[src/rtl/cpu_core_pkg.sv]
// Shared definitions for the multi-cycle CPU core: opcodes, FSM state encoding and
// instruction-field helpers. Opcode 9 (MUL) is only decoded when CPU_MUL_EN is defined.
package cpu_core_pkg;

  // Opcode field is fixed at 4 bits regardless of register count.
  localparam int unsigned OpW = 4;

  typedef logic [OpW-1:0] opcode_t;

  localparam opcode_t OpAdd  = 4'd0;
  localparam opcode_t OpSub  = 4'd1;
  localparam opcode_t OpAnd  = 4'd2;
  localparam opcode_t OpOr   = 4'd3;
  localparam opcode_t OpXor  = 4'd4;
  localparam opcode_t OpSlt  = 4'd5;
  localparam opcode_t OpLi   = 4'd6;
  localparam opcode_t OpBeqz = 4'd7;
  localparam opcode_t OpJr   = 4'd8;
  localparam opcode_t OpMul  = 4'd9;
  localparam opcode_t OpHalt = 4'd15;

  // FSM state encoding, kept as plain constants for compatibility with older tools.
  typedef logic [2:0] state_t;

  localparam state_t StIdle   = 3'd0;
  localparam state_t StFetch  = 3'd1;
  localparam state_t StDecode = 3'd2;
  localparam state_t StExec   = 3'd3;
  localparam state_t StWb     = 3'd4;
  localparam state_t StHalted = 3'd5;

  // Instruction layout, MSB to LSB: op | rd | rs | rt.
  function automatic int unsigned instr_width(input int unsigned reg_addr_w);
    return OpW + 3 * reg_addr_w;
  endfunction

  function automatic int unsigned rd_lsb(input int unsigned reg_addr_w);
    return 2 * reg_addr_w;
  endfunction

  function automatic int unsigned rs_lsb(input int unsigned reg_addr_w);
    return reg_addr_w;
  endfunction

  // Immediate is the concatenation {rs, rt}.
  function automatic int unsigned imm_width(input int unsigned reg_addr_w);
    return 2 * reg_addr_w;
  endfunction

endpackage

[src/rtl/cpu_regfile.sv]
// Register file: two asynchronous read ports, one synchronous write port.
// R0 reads as zero and ignores writes; every entry clears on synchronous reset.
module cpu_regfile #(
  parameter int unsigned DATA_W     = 10,
  parameter int unsigned REG_ADDR_W = 3
) (
  input  logic                  clk,
  input  logic                  reset,
  input  logic [REG_ADDR_W-1:0] raddr_a_i,
  output logic [DATA_W-1:0]     rdata_a_o,
  input  logic [REG_ADDR_W-1:0] raddr_b_i,
  output logic [DATA_W-1:0]     rdata_b_o,
  input  logic                  we_i,
  input  logic [REG_ADDR_W-1:0] waddr_i,
  input  logic [DATA_W-1:0]     wdata_i
);

  localparam int unsigned NumRegs = 2 ** REG_ADDR_W;

  logic [DATA_W-1:0] regs_q [NumRegs];
  logic [DATA_W-1:0] regs_d [NumRegs];

  // Next-state: single write, writes to R0 dropped.
  always_comb begin
    regs_d = regs_q;
    if (we_i && (waddr_i != '0)) begin
      regs_d[waddr_i] = wdata_i;
    end
  end

  // Storage with synchronous clear.
  always_ff @(posedge clk) begin
    if (reset) begin
      for (int i = 0; i < NumRegs; i++) begin
        regs_q[i] <= '0;
      end
    end else begin
      regs_q <= regs_d;
    end
  end

  // Read ports force R0 to zero independent of storage contents.
  always_comb begin
    rdata_a_o = (raddr_a_i == '0) ? '0 : regs_q[raddr_a_i];
    rdata_b_o = (raddr_b_i == '0) ? '0 : regs_q[raddr_b_i];
  end

endmodule

[src/rtl/cpu_core_mc.sv]
// Multi-cycle CPU core: FETCH over a req/valid handshake, DECODE, EXEC on an internal
// ALU, WB into the internal register file. Optional macro CPU_MUL_EN enables opcode 9
// (MUL, low DATA_W bits of the unsigned product); without it opcode 9 is illegal.
// Assumes DATA_W > 2*REG_ADDR_W so the immediate needs real sign extension.
module cpu_core_mc
  import cpu_core_pkg::*;
#(
  parameter int unsigned       DATA_W     = 10,
  parameter int unsigned       REG_ADDR_W = 3,
  parameter logic [DATA_W-1:0] RESET_PC   = '0
) (
  input  logic                          clk,
  input  logic                          reset,
  input  logic                          run,
  output logic                          imem_req,
  output logic [DATA_W-1:0]             imem_addr,
  input  logic                          imem_valid,
  input  logic [OpW+3*REG_ADDR_W-1:0]   imem_rdata,
  output logic [DATA_W-1:0]             pc_out,
  output logic [DATA_W-1:0]             alu_result,
  output logic                          retire,
  output logic                          halted,
  output logic                          illegal
);

  localparam int unsigned InstrW = instr_width(REG_ADDR_W);
  localparam int unsigned RdLsb  = rd_lsb(REG_ADDR_W);
  localparam int unsigned RsLsb  = rs_lsb(REG_ADDR_W);
  localparam int unsigned ImmW   = imm_width(REG_ADDR_W);

  state_t              state_q, state_d;
  logic [DATA_W-1:0]   pc_q, pc_d;
  logic [InstrW-1:0]   instr_q, instr_d;
  logic [DATA_W-1:0]   opa_q, opa_d;
  logic [DATA_W-1:0]   opb_q, opb_d;
  logic [DATA_W-1:0]   alu_q, alu_d;
  logic [DATA_W-1:0]   npc_q, npc_d;
  logic                illegal_q, illegal_d;

  // Decoded instruction fields.
  opcode_t                op;
  logic [REG_ADDR_W-1:0]  rd, rs, rt;
  logic [ImmW-1:0]        imm;
  logic [DATA_W-1:0]      imm_sext;

  assign op       = instr_q[InstrW-1 -: OpW];
  assign rd       = instr_q[RdLsb +: REG_ADDR_W];
  assign rs       = instr_q[RsLsb +: REG_ADDR_W];
  assign rt       = instr_q[REG_ADDR_W-1:0];
  assign imm      = instr_q[ImmW-1:0];
  assign imm_sext = {{(DATA_W - ImmW){imm[ImmW-1]}}, imm};

  // Register file hookup.
  logic [REG_ADDR_W-1:0] rf_raddr_a;
  logic [DATA_W-1:0]     rf_rdata_a, rf_rdata_b;
  logic                  rf_we;

  // BEQZ tests R[rd]; everything else uses rs on port A.
  assign rf_raddr_a = (op == OpBeqz) ? rd : rs;

  cpu_regfile #(
    .DATA_W     (DATA_W),
    .REG_ADDR_W (REG_ADDR_W)
  ) u_regfile (
    .clk       (clk),
    .reset     (reset),
    .raddr_a_i (rf_raddr_a),
    .rdata_a_o (rf_rdata_a),
    .raddr_b_i (rt),
    .rdata_b_o (rf_rdata_b),
    .we_i      (rf_we),
    .waddr_i   (rd),
    .wdata_i   (alu_q)
  );

  // Opcode classification: legality and whether the result is written to rd.
  logic op_legal, op_writes;

  always_comb begin
    op_legal  = 1'b1;
    op_writes = 1'b0;
    case (op)
      OpAdd, OpSub, OpAnd, OpOr, OpXor, OpSlt, OpLi: op_writes = 1'b1;
      OpBeqz, OpJr, OpHalt: ;
`ifdef CPU_MUL_EN
      OpMul: op_writes = 1'b1;
`endif
      default: op_legal = 1'b0;
    endcase
  end

  // Combinational ALU on the operands latched during DECODE.
  logic [DATA_W-1:0] alu_out;
  logic              slt_bit;

  assign slt_bit = $signed(opa_q) < $signed(opb_q);

  always_comb begin
    alu_out = '0;
    case (op)
      OpAdd: alu_out = opa_q + opb_q;
      OpSub: alu_out = opa_q - opb_q;
      OpAnd: alu_out = opa_q & opb_q;
      OpOr:  alu_out = opa_q | opb_q;
      OpXor: alu_out = opa_q ^ opb_q;
      OpSlt: alu_out = {{(DATA_W - 1){1'b0}}, slt_bit};
      OpLi:  alu_out = imm_sext;
`ifdef CPU_MUL_EN
      OpMul: alu_out = opa_q * opb_q;
`endif
      default: alu_out = '0;
    endcase
  end

  // Next-PC computation; all arithmetic wraps modulo 2**DATA_W.
  logic [DATA_W-1:0] pc_seq, npc_calc;

  assign pc_seq = pc_q + DATA_W'(1);

  always_comb begin
    npc_calc = pc_seq;
    case (op)
      OpBeqz:  npc_calc = (opa_q == '0) ? (pc_q + imm_sext) : pc_seq;
      OpJr:    npc_calc = opa_q;
      default: npc_calc = pc_seq;
    endcase
  end

  // Control FSM and datapath next-state.
  always_comb begin
    state_d   = state_q;
    pc_d      = pc_q;
    instr_d   = instr_q;
    opa_d     = opa_q;
    opb_d     = opb_q;
    alu_d     = alu_q;
    npc_d     = npc_q;
    illegal_d = illegal_q;
    rf_we     = 1'b0;
    case (state_q)
      StIdle: begin
        if (run) state_d = StFetch;
      end
      StFetch: begin
        if (imem_valid) begin
          instr_d = imem_rdata;
          state_d = StDecode;
        end
      end
      StDecode: begin
        opa_d = rf_rdata_a;
        opb_d = rf_rdata_b;
        if (!op_legal) begin
          illegal_d = 1'b1;
          state_d   = StHalted;
        end else if (op == OpHalt) begin
          state_d = StHalted;
        end else begin
          state_d = StExec;
        end
      end
      StExec: begin
        // Branches and jumps leave the last ALU result visible.
        if (op_writes) alu_d = alu_out;
        npc_d   = npc_calc;
        state_d = StWb;
      end
      StWb: begin
        rf_we   = op_writes;
        pc_d    = npc_q;
        state_d = run ? StFetch : StIdle;
      end
      StHalted: ;
      default: state_d = StIdle;
    endcase
  end

  // State registers; reset aborts any in-flight instruction on the same edge.
  always_ff @(posedge clk) begin
    if (reset) begin
      state_q   <= StIdle;
      pc_q      <= RESET_PC;
      instr_q   <= '0;
      opa_q     <= '0;
      opb_q     <= '0;
      alu_q     <= '0;
      npc_q     <= '0;
      illegal_q <= 1'b0;
    end else begin
      state_q   <= state_d;
      pc_q      <= pc_d;
      instr_q   <= instr_d;
      opa_q     <= opa_d;
      opb_q     <= opb_d;
      alu_q     <= alu_d;
      npc_q     <= npc_d;
      illegal_q <= illegal_d;
    end
  end

  // Outputs decoded straight from the registered state.
  always_comb begin
    imem_req   = (state_q == StFetch);
    imem_addr  = pc_q;
    pc_out     = pc_q;
    alu_result = alu_q;
    retire     = (state_q == StWb);
    halted     = (state_q == StHalted);
    illegal    = illegal_q;
  end

endmodule

[config.mk]
export PLATFORM = sky130hd
export DESIGN_NAME = cpu_core_mc
export DESIGN_NICKNAME = d
export VERILOG_FILES = /design/src/rtl/cpu_core_pkg.sv /design/src/rtl/cpu_regfile.sv /design/src/rtl/cpu_core_mc.sv
export SDC_FILE = /design/constraint.sdc
export NUM_CORES = 1
export LEC_CHECK = 0
export CORE_ASPECT_RATIO = 1.2
export CORE_MARGIN = 1
export CORE_UTILIZATION = 40
export CTS_CLUSTER_DIAMETER = 200
export DETAILED_ROUTE_END_ITERATION = 7
export PLACE_DENSITY = 0.62
export SLEW_MARGIN = 20
export SYNTH_ARGS = -nofsm -noshare
export SYNTH_HDL_FRONTEND = slang
export SYNTH_SLANG_ARGS = --single-unit
[constraint.sdc]
create_clock -name clk -period 4.29 [get_ports clk]
set_input_delay 1.287 -clock clk [delete_from_list [all_inputs] [get_ports clk]]
set_output_delay 1.287 -clock clk [all_outputs]
set_load 0.01 [all_outputs]
Word level (Yosys, flattened, before mapping)
Cells that the tools add are included.
Storage, ports and cells
  register bits: 147
  bits of input ports: 17
  word-level logic and storage cells: 87
Cells by class
  add/sub/neg operators: 4
  order comparisons: 5
  equal/unequal tests: 16
  multiplexer cells: 24
  bitwise gates (word level): 8
  reduce and logical (&&, ||, !) cells: 14
Operators by type and width (number)
  $bwmux W80: 1
  $mux W10: 8
  $pmux W10 S7: 1
  $bmux W10 S3: 2
  $demux W10 S3: 1
  $add A10 B10 Y10: 2
  $pmux W10 S2: 1
  $pmux W3 S6: 1
  $eq A4 B3 Y1 const B: 4
  $mux W3: 5
  $ge A4 B4 Y1 const B: 3
  $not A3 Y4: 3
  $add A10 B1 Y10 const B: 1
  $and A10 B10 Y10: 1
  $logic_not A10 Y1: 1
  $lt A10 B10 Y1: 1
  $or A10 B10 Y10: 1
  $reduce_or A10 Y1: 1
  $sub A10 B10 Y10: 1
  $xor A10 B10 Y10: 1
  $logic_not A3 Y1: 3
  $eq A4 B2 Y1 const B: 2
  $eq A4 B4 Y1 const B: 2
  $reduce_or A7 Y1: 1
  14 further kinds: 23

Longest topological paths before layout
  word-level depth: 7
  gate-level depth with buffers: 10
  gate-level depth less buffers: 10

Modules after synthesis
From an unflattened synthesis, not the netlist that was laid out.
Second synthesis, totals
  cell total of the unflattened synthesis: 1086
  area total of the unflattened synthesis: 8498.2 µm²
By module, submodules not included
  cpu_core_mc: instances 1, cells each 648, area an instance 4825.9 µm², seq. area each 1341.3 µm²
  cpu_regfile: instances 1, cells each 438, area an instance 3672.3 µm², seq. area each 1401.3 µm²

Least setup slack after synthesis
No wires, ideal clock.
  path type: reg-to-output
  from: reg state_q[1]
  to: out retire
  arrival: 1036 ps
  required time: 3003 ps
  setup slack: 1967 ps
  cell stages (with the launch flop): 6
  path through: dfxtp_1 > clkbuf_1 > nor2_1 > nand2_1 > inv_1 > clkbuf_1
Between the ends
  word-level cells in the longest chain between the ends: 1
RTL lines
  start: declaration: RTL line cpu_core_mc.sv:31  | state_t state_q, state_d;
  start signal: assignment: RTL line cpu_core_mc.sv:181  | state_q <= StIdle;
  start signal: assignment: RTL line cpu_core_mc.sv:190  | state_q <= state_d;
  $eq A3 B3 Y1: RTL line cpu_core_mc.sv:207  | retire = (state_q == StWb);
  end: declaration: RTL line cpu_core_mc.sv:21  | output logic retire,
Every way passes these cells.

Worst setup path after layout
Same ends and word-level chain as after synthesis.

==> results.ini <==
[status]
status=complete, no violations

[logic_synthesis]
syn_avg_cell_area_um2=8.537
ys_ff_latch=137
async_reset_ff_share_pct=0
syn_inst=989
synth_ff_type=dfxtp_1
synth_warnings=0
syn_nets=1050
yosys.area.top_type=dfxtp_1
synth_edf_count=0
synthTopCellsByArea=dfxtp_1, mux2i_1, ha_1
yosysSeqAreaShare_pct=32.48
synthDominantCellAreaShare_pct=32.48
synth_area_um2=8443
synth_cell_type_count=70

[run]
cap_violations=0

[timing]
hold_viol=0
worstMarginPinSlew_ns=1.014
skew_ns=0.01238
fin_hold_ws_ns=0.4592
maxSlewViolCount=0
fin_tns_setup_ns=0
min_period_ns=3.494
post-route-period-util_pct=81.44
grt_setup_unrepaired=false
clock.fmax_mhz=286.2
slew_headroom_pct=32.21
setup_viol=0

[final_layout]
final_cell_mix=dfxtp_1, nor2_1, nand2_1
syn2layout_area_growth_pct=13.75
drive_above_1_share_pct=8.818
final_common_cell=dfxtp_1
final_net_count=1046
antenna-diode-count=0

[route]
route.vias.total=7211
wire_per_inst_um=18.97
drt_iter0_drc=498
ant_nets=0
dr.pass1.iters=5
drc_errors=0
drt-vias-per-instance=5.709
routed_wl_mm=23.96

[worst_setup_path]
worst_ep_required_time_ns=3.00
worstPathArrival_ns=2.21
end_kind=primary output
crit_fanout=13
path_class=flop to primary output
critPathLaunchType=flop
reg2reg_setup_slack_ns=1.16

[global_routing]
grt_antenna_before_repair=0
grt_max_degree=86
grt.overflow.total=0
grt_pass1_wl_mm=37.98
first_global_vias=6861
grt_use_total_pct=22.83

[die]
initial_core_util_pct=41.25
die_h_um=161.2
num_rows=57
die_area_um2=21690
core_area_um2=20470
ios=51
fp.dieW_um=134.6

[pwr]
p_per_area_nw_per_um2=323.9
vdd_ir_drop_max_uv=225.8
p_leak_nw=3.689

[clock_network]
cts_tree=done
clk_pin_slew_ns=0.06
ctsResizeCount=0
cts.htree.levels=4
cts-buffers-inserted=17
cts_setup_buffers=0
cts_hold_buf=0
clk_path_buf_depth=2
cts_root_buf=clkbuf_16
clock-sinks=137
clk-insertion-delay-late_ns=0.43

[placed_design]
dp_hpwl_mm=16.51
place_congestion=0.8798
port_buffers=50

[min_path]
hold_class=flop to flop

-- metal layers --
| layer | global-route usage (%) | vias up | wire, µm |
|---|---|---|---|
| met1 | 29.77 | 3449 | 10920 |
| met5 | 0 | - | 0 |
| li1 | - | 3513 | - |
| met2 | 36.67 | 199 | 11050 |
| met3 | 3.515 | 50 | 1102 |
| met4 | 11.08 | 0 | 879 |
-- critical path, stage by stage, from the launching register on --
cell	delay [ns]
dfxtp_1	0.38
nor2_1	0.13
nand2_1	0.28
inv_1	0.38
clkdlybuf4s50_1	0.61
-- power breakdown --
group	total [mW]	internal, mW	switching, mW
combinational	0.241	0.0908	0.150
sequential	1.33	1.29	0.0387
clock	1.54	0.950	0.592
total	3.11	2.33	0.781
-- through the flow --
stage	worst slack [ns]	cells	utilization, %	cell area (µm²)	power [mW]
2_1_floorplan	1.967	989	-	8443	1.509
3_3_place_gp	1.222	1231	43.90	8986	1.593
3_5_place_dp	1.134	1231	43.90	8986	1.596
4_1_cts	0.7739	1263	46.92	9604	3.128
5_1_grt	0.6012	1263	46.92	9604	3.219
6_report	0.7960	1263	46.92	9604	3.111
-- path summary, 6_finish.rpt --
path,from,endpoint,cells past startpoint
worst max-delay path,state_q[1],retire,4
worst min-delay path,npc_q[3],imem_addr[3],2
worst max register to register,instr_q[11],opa_q[0],5
worst min register to register,npc_q[3],imem_addr[3],2
-- layout make-up --
class                   count  area [µm²]
clock buffers              19       452.9
clock inverters            13       165.2
fillers                  1955       10860
inverters                  32       120.1
multi-input cells         734        5196
flip-flops and latches    137        2743
well taps                 265       331.6
repair buffers             63       595.6
-- state kept, by name, indices dropped and copies added (netlist names) --
name              cells
alu_result           10
illegal               1
imem_addr            10
instr_q              13
npc_q                10
opa_q                10
opb_q                10
state_q               3
u_regfile.regs_q     70
-- cell usage after synthesis (4+ instances only) --
library cell  count
and3_1            7
a211oi_1         11
o21bai_1          8
a2111oi_1         8
mux4_2           20
nand2b_1          7
dfxtp_1         137
a221oi_1         15
nor3b_1           4
inv_1            32
clkbuf_1         61
mux2_2           10
a311oi_1          5
nand4_1           6
nor2b_1           8
mux2i_1          92
o21a_1           11
buf_1             6
o22ai_1           5
o21ai_1          10
and2_1            6
buf_4            13
nand3b_1          9
o21ai_0          19
nor2_1          129
a21oi_1          68
xnor2_1          11
xor2_1            7
o31ai_1           5
nor4_1            5
nand2_1         105
nor3_1           27
nand3_1          13
ha_1             41
o211ai_1          5
a22oi_1          10
-- logic make-up (layout without fill, tap and decap cells) --
| group | after synthesis | after routing | synth area share, % |
|---|---|---|---|
| buffers and inverters | 118 | 127 | 6.091 |
| adder cells (fa/ha/maj) | 44 | 44 | 6.787 |
| AO/OA/AOI/OAI | 201 | 201 | 15.84 |
| multiplexers | 124 | 124 | 18.01 |
| AND/OR/NAND/NOR | 347 | 347 | 18.92 |
| XOR/XNOR | 18 | 18 | 1.867 |
| flip-flops | 137 | 137 | 32.48 |
No activity file was read; power rests on OpenSTA's default activity.
==> RTL edit, RTL diff (same settings) <==
Register the inputs `run`, `imem_valid` and `imem_rdata` before use, cleared by the reset. The logic sees them one clock later.
--- a/src/rtl/cpu_core_mc.sv
+++ b/src/rtl/cpu_core_mc.sv
@@ -28,6 +28,22 @@
   localparam int unsigned RsLsb  = rs_lsb(REG_ADDR_W);
   localparam int unsigned ImmW   = imm_width(REG_ADDR_W);
 
+  logic run_q;
+  logic imem_valid_q;
+  logic [OpW+3*REG_ADDR_W-1:0] imem_rdata_q;
+
+  always_ff @(posedge clk) begin
+    if (reset) begin
+      run_q        <= '0;
+      imem_valid_q <= '0;
+      imem_rdata_q <= '0;
+    end else begin
+      run_q        <= run;
+      imem_valid_q <= imem_valid;
+      imem_rdata_q <= imem_rdata;
+    end
+  end
+
   state_t              state_q, state_d;
   logic [DATA_W-1:0]   pc_q, pc_d;
   logic [InstrW-1:0]   instr_q, instr_d;
@@ -139,11 +155,11 @@
     rf_we     = 1'b0;
     case (state_q)
       StIdle: begin
-        if (run) state_d = StFetch;
+        if (run_q) state_d = StFetch;
       end
       StFetch: begin
-        if (imem_valid) begin
-          instr_d = imem_rdata;
+        if (imem_valid_q) begin
+          instr_d = imem_rdata_q;
           state_d = StDecode;
         end
       end
@@ -168,7 +184,7 @@
       StWb: begin
         rf_we   = op_writes;
         pc_d    = npc_q;
-        state_d = run ? StFetch : StIdle;
+        state_d = run_q ? StFetch : StIdle;
       end
       StHalted: ;
       default: state_d = StIdle;
Check against the original RTL: not equivalent (a bounded check fails within 4 cycles, from zero or initial values and one cycle with reset high).
==> RTL edit against the unedited design <==
Final area rose by 4.5%. Routed wire length rose by 3.7%. Utilization fell by 0.68 points. Critical path depth fell by 2. Synthesized area rose by 4.9%. Worst setup slack improved by 0.23 ns. Sequential cell count rose by 15. Critical path type unchanged. Critical endpoint is now imem_req.
Power is not compared: it rests on default switching activity, and its combinational part moved more than twofold at a synthesized area within 25%.
==> RTL edit: results (changes against the unedited design) <==
DPL Wire Length 17140 µm (was 16510 µm); met3 wire len 1286 µm (was 1102 µm); Hold Crit Start imem_rdata_q[3]$_SDFF_PP0_ (was npc_q[3]$_SDFFE_PP0N_); Largest regs u_regfile.regs_q (70), imem_rdata_q (13), instr_q (13) (was u_regfile.regs_q (70), instr_q (13)); Peak VDD IR 0.2474 mV; Final Non-Filler Cells 1318 (was 1263); DR WL met2 11910 µm (was 11050 µm); hold endpoint instr_q[3]$_SDFFE_PP0P_ (was imem_addr[3]$_SDFFE_PP0P_); post-synthesis mux area share 15.47% (was 18.01%); CTS Buf Count 17 (unchanged); GRT Util Overall 22.35% (was 22.83%); top cells by area, synth dfxtp_1 34%, mux2i_1 8.8%, ha_1 5.8% (was dfxtp_1 32%, mux2i_1 11%, ha_1 6.1%); M3 GR Usage 3.069% (was 3.515%); XOR/XNOR Fraction of Synth Area 1.682% (was 1.867%); Worst R2R End u_regfile.regs_q[3]$_SDFFE_PP0P_ (was opa_q[0]$_SDFFE_PP0P_); Synth Warn # 0 (unchanged); first-pass GRT wire length 38650 µm (was 37980 µm); GRT met2 Usage 36.52% (was 36.67%); Critical R2R Launch instr_q[11]$_SDFFE_PP0P_ (unchanged); synth unique cells 76 (was 70); Max-slew headroom 28.59% (was 32.21%); DRT Pass-1 Iters 7 (was 5); Post-Syn Nets 1095 (was 1050); status finished clean (unchanged); Compound-Gate Fraction of Synth Area 16.39% (was 15.84%); met1 usage 29.65% (was 29.77%); Setup Fix Bufs, Post-CTS 0 (unchanged); Commonest cells post-synth 152 x dfxtp_1, 125 x nand2_1, 107 x nor2_1 (was 137 x dfxtp_1, 129 x nor2_1, 105 x nand2_1); Cells after Synth 1034 (was 989); vias in the first global route 6940 (was 6861); via count 7670 (was 7211); Post-Route Skew 0.007960 ns (was 0.01238 ns); Seq/Total Area, Yosys 34.36% (was 32.48%); highest cell delay on the worst timing path 0.61 ns (about the same); r2r setup slk 1.38 ns (was 1.16 ns); Arr. time, crit path 1.97 ns (was 2.21 ns); RePlAce Congestion 0.9025 (was 0.8798); largest net degree at the start of global routing 74 (was 86); share of cells above drive strength 1 9.674% (was 8.818%); CTS Buffer Depth 2 (unchanged); root buf cell clkbuf_16 (unchanged); Post-Synth Adder-Cell Area 6.472% (was 6.787%); wl on met1 10910 µm (was 10920 µm); drt first-iter violations 674 (was 498); final hold slack 0.4332 ns (was 0.4592 ns); routed len/inst 18.84 µm (was 18.97 µm)
-- RTL edit: cell count changes in the layout (fill, tap and decap cells not counted), sizes merged, moves of 11 or more --
cell    change
nor2b      +14
nor2       -21
o21ai      +41
a21oi      +11
nand2      +20
a31oi      +15
mux2i      -16
dfxtp      +15
a221oi     -13
-- RTL edit: area by class of cell --
type	count	area, µm²
Sequential cell	152	3043
Timing Repair Buffer	66	630.6
Multi-Input combinational cell	757	5264
Fill cell	2134	11670
Clock inverter	15	192.7
Tap cell	274	342.8
Clock buffer	17	425.4
Inverter	37	138.9
-- RTL edit: metrics by stage --
stage / cell area [µm²] / power (W)
after floorplan: 8855 / 0.001531
after global placement: 9419 / 0.001573
after detailed placement: 9419 / 0.001574
after CTS: 10040 / 0.003137
after global routing: 10040 / 0.003204
final: 10040 / 0.003119
-- RTL edit: how the worst max path moves through the flow --
stage / startpoint / end / slack [ns] / cells past startpoint
6_report: state_q[0]$_SDFFE_PP0P_ / imem_req / 1.03 / 2
5_1_grt: state_q[2]$_SDFFE_PP0P_ / retire / 0.86 / 3
3_5_place_dp: instr_q[11]$_SDFFE_PP0P_ / opa_q[1]$_SDFFE_PP0P_ / 1.45 / 6
2_1_floorplan: reset / npc_q[1]$_SDFFE_PP0N_ / 1.98 / 4
3_3_place_gp: instr_q[11]$_SDFFE_PP0P_ / opa_q[1]$_SDFFE_PP0P_ / 1.49 / 6
4_1_cts: state_q[0]$_SDFFE_PP0P_ / imem_req / 1.01 / 2
-- RTL edit: where the power goes --
| group | leakage [nW] | internal, W | switching (W) |
|---|---|---|---|
| combinational | 2.26 | 0.0000406 | 0.0000613 |
| clock | 0.300 | 0.000930 | 0.000647 |
| sequential | 1.23 | 0.00142 | 0.0000169 |
| total | 3.79 | 0.00239 | 0.000726 |
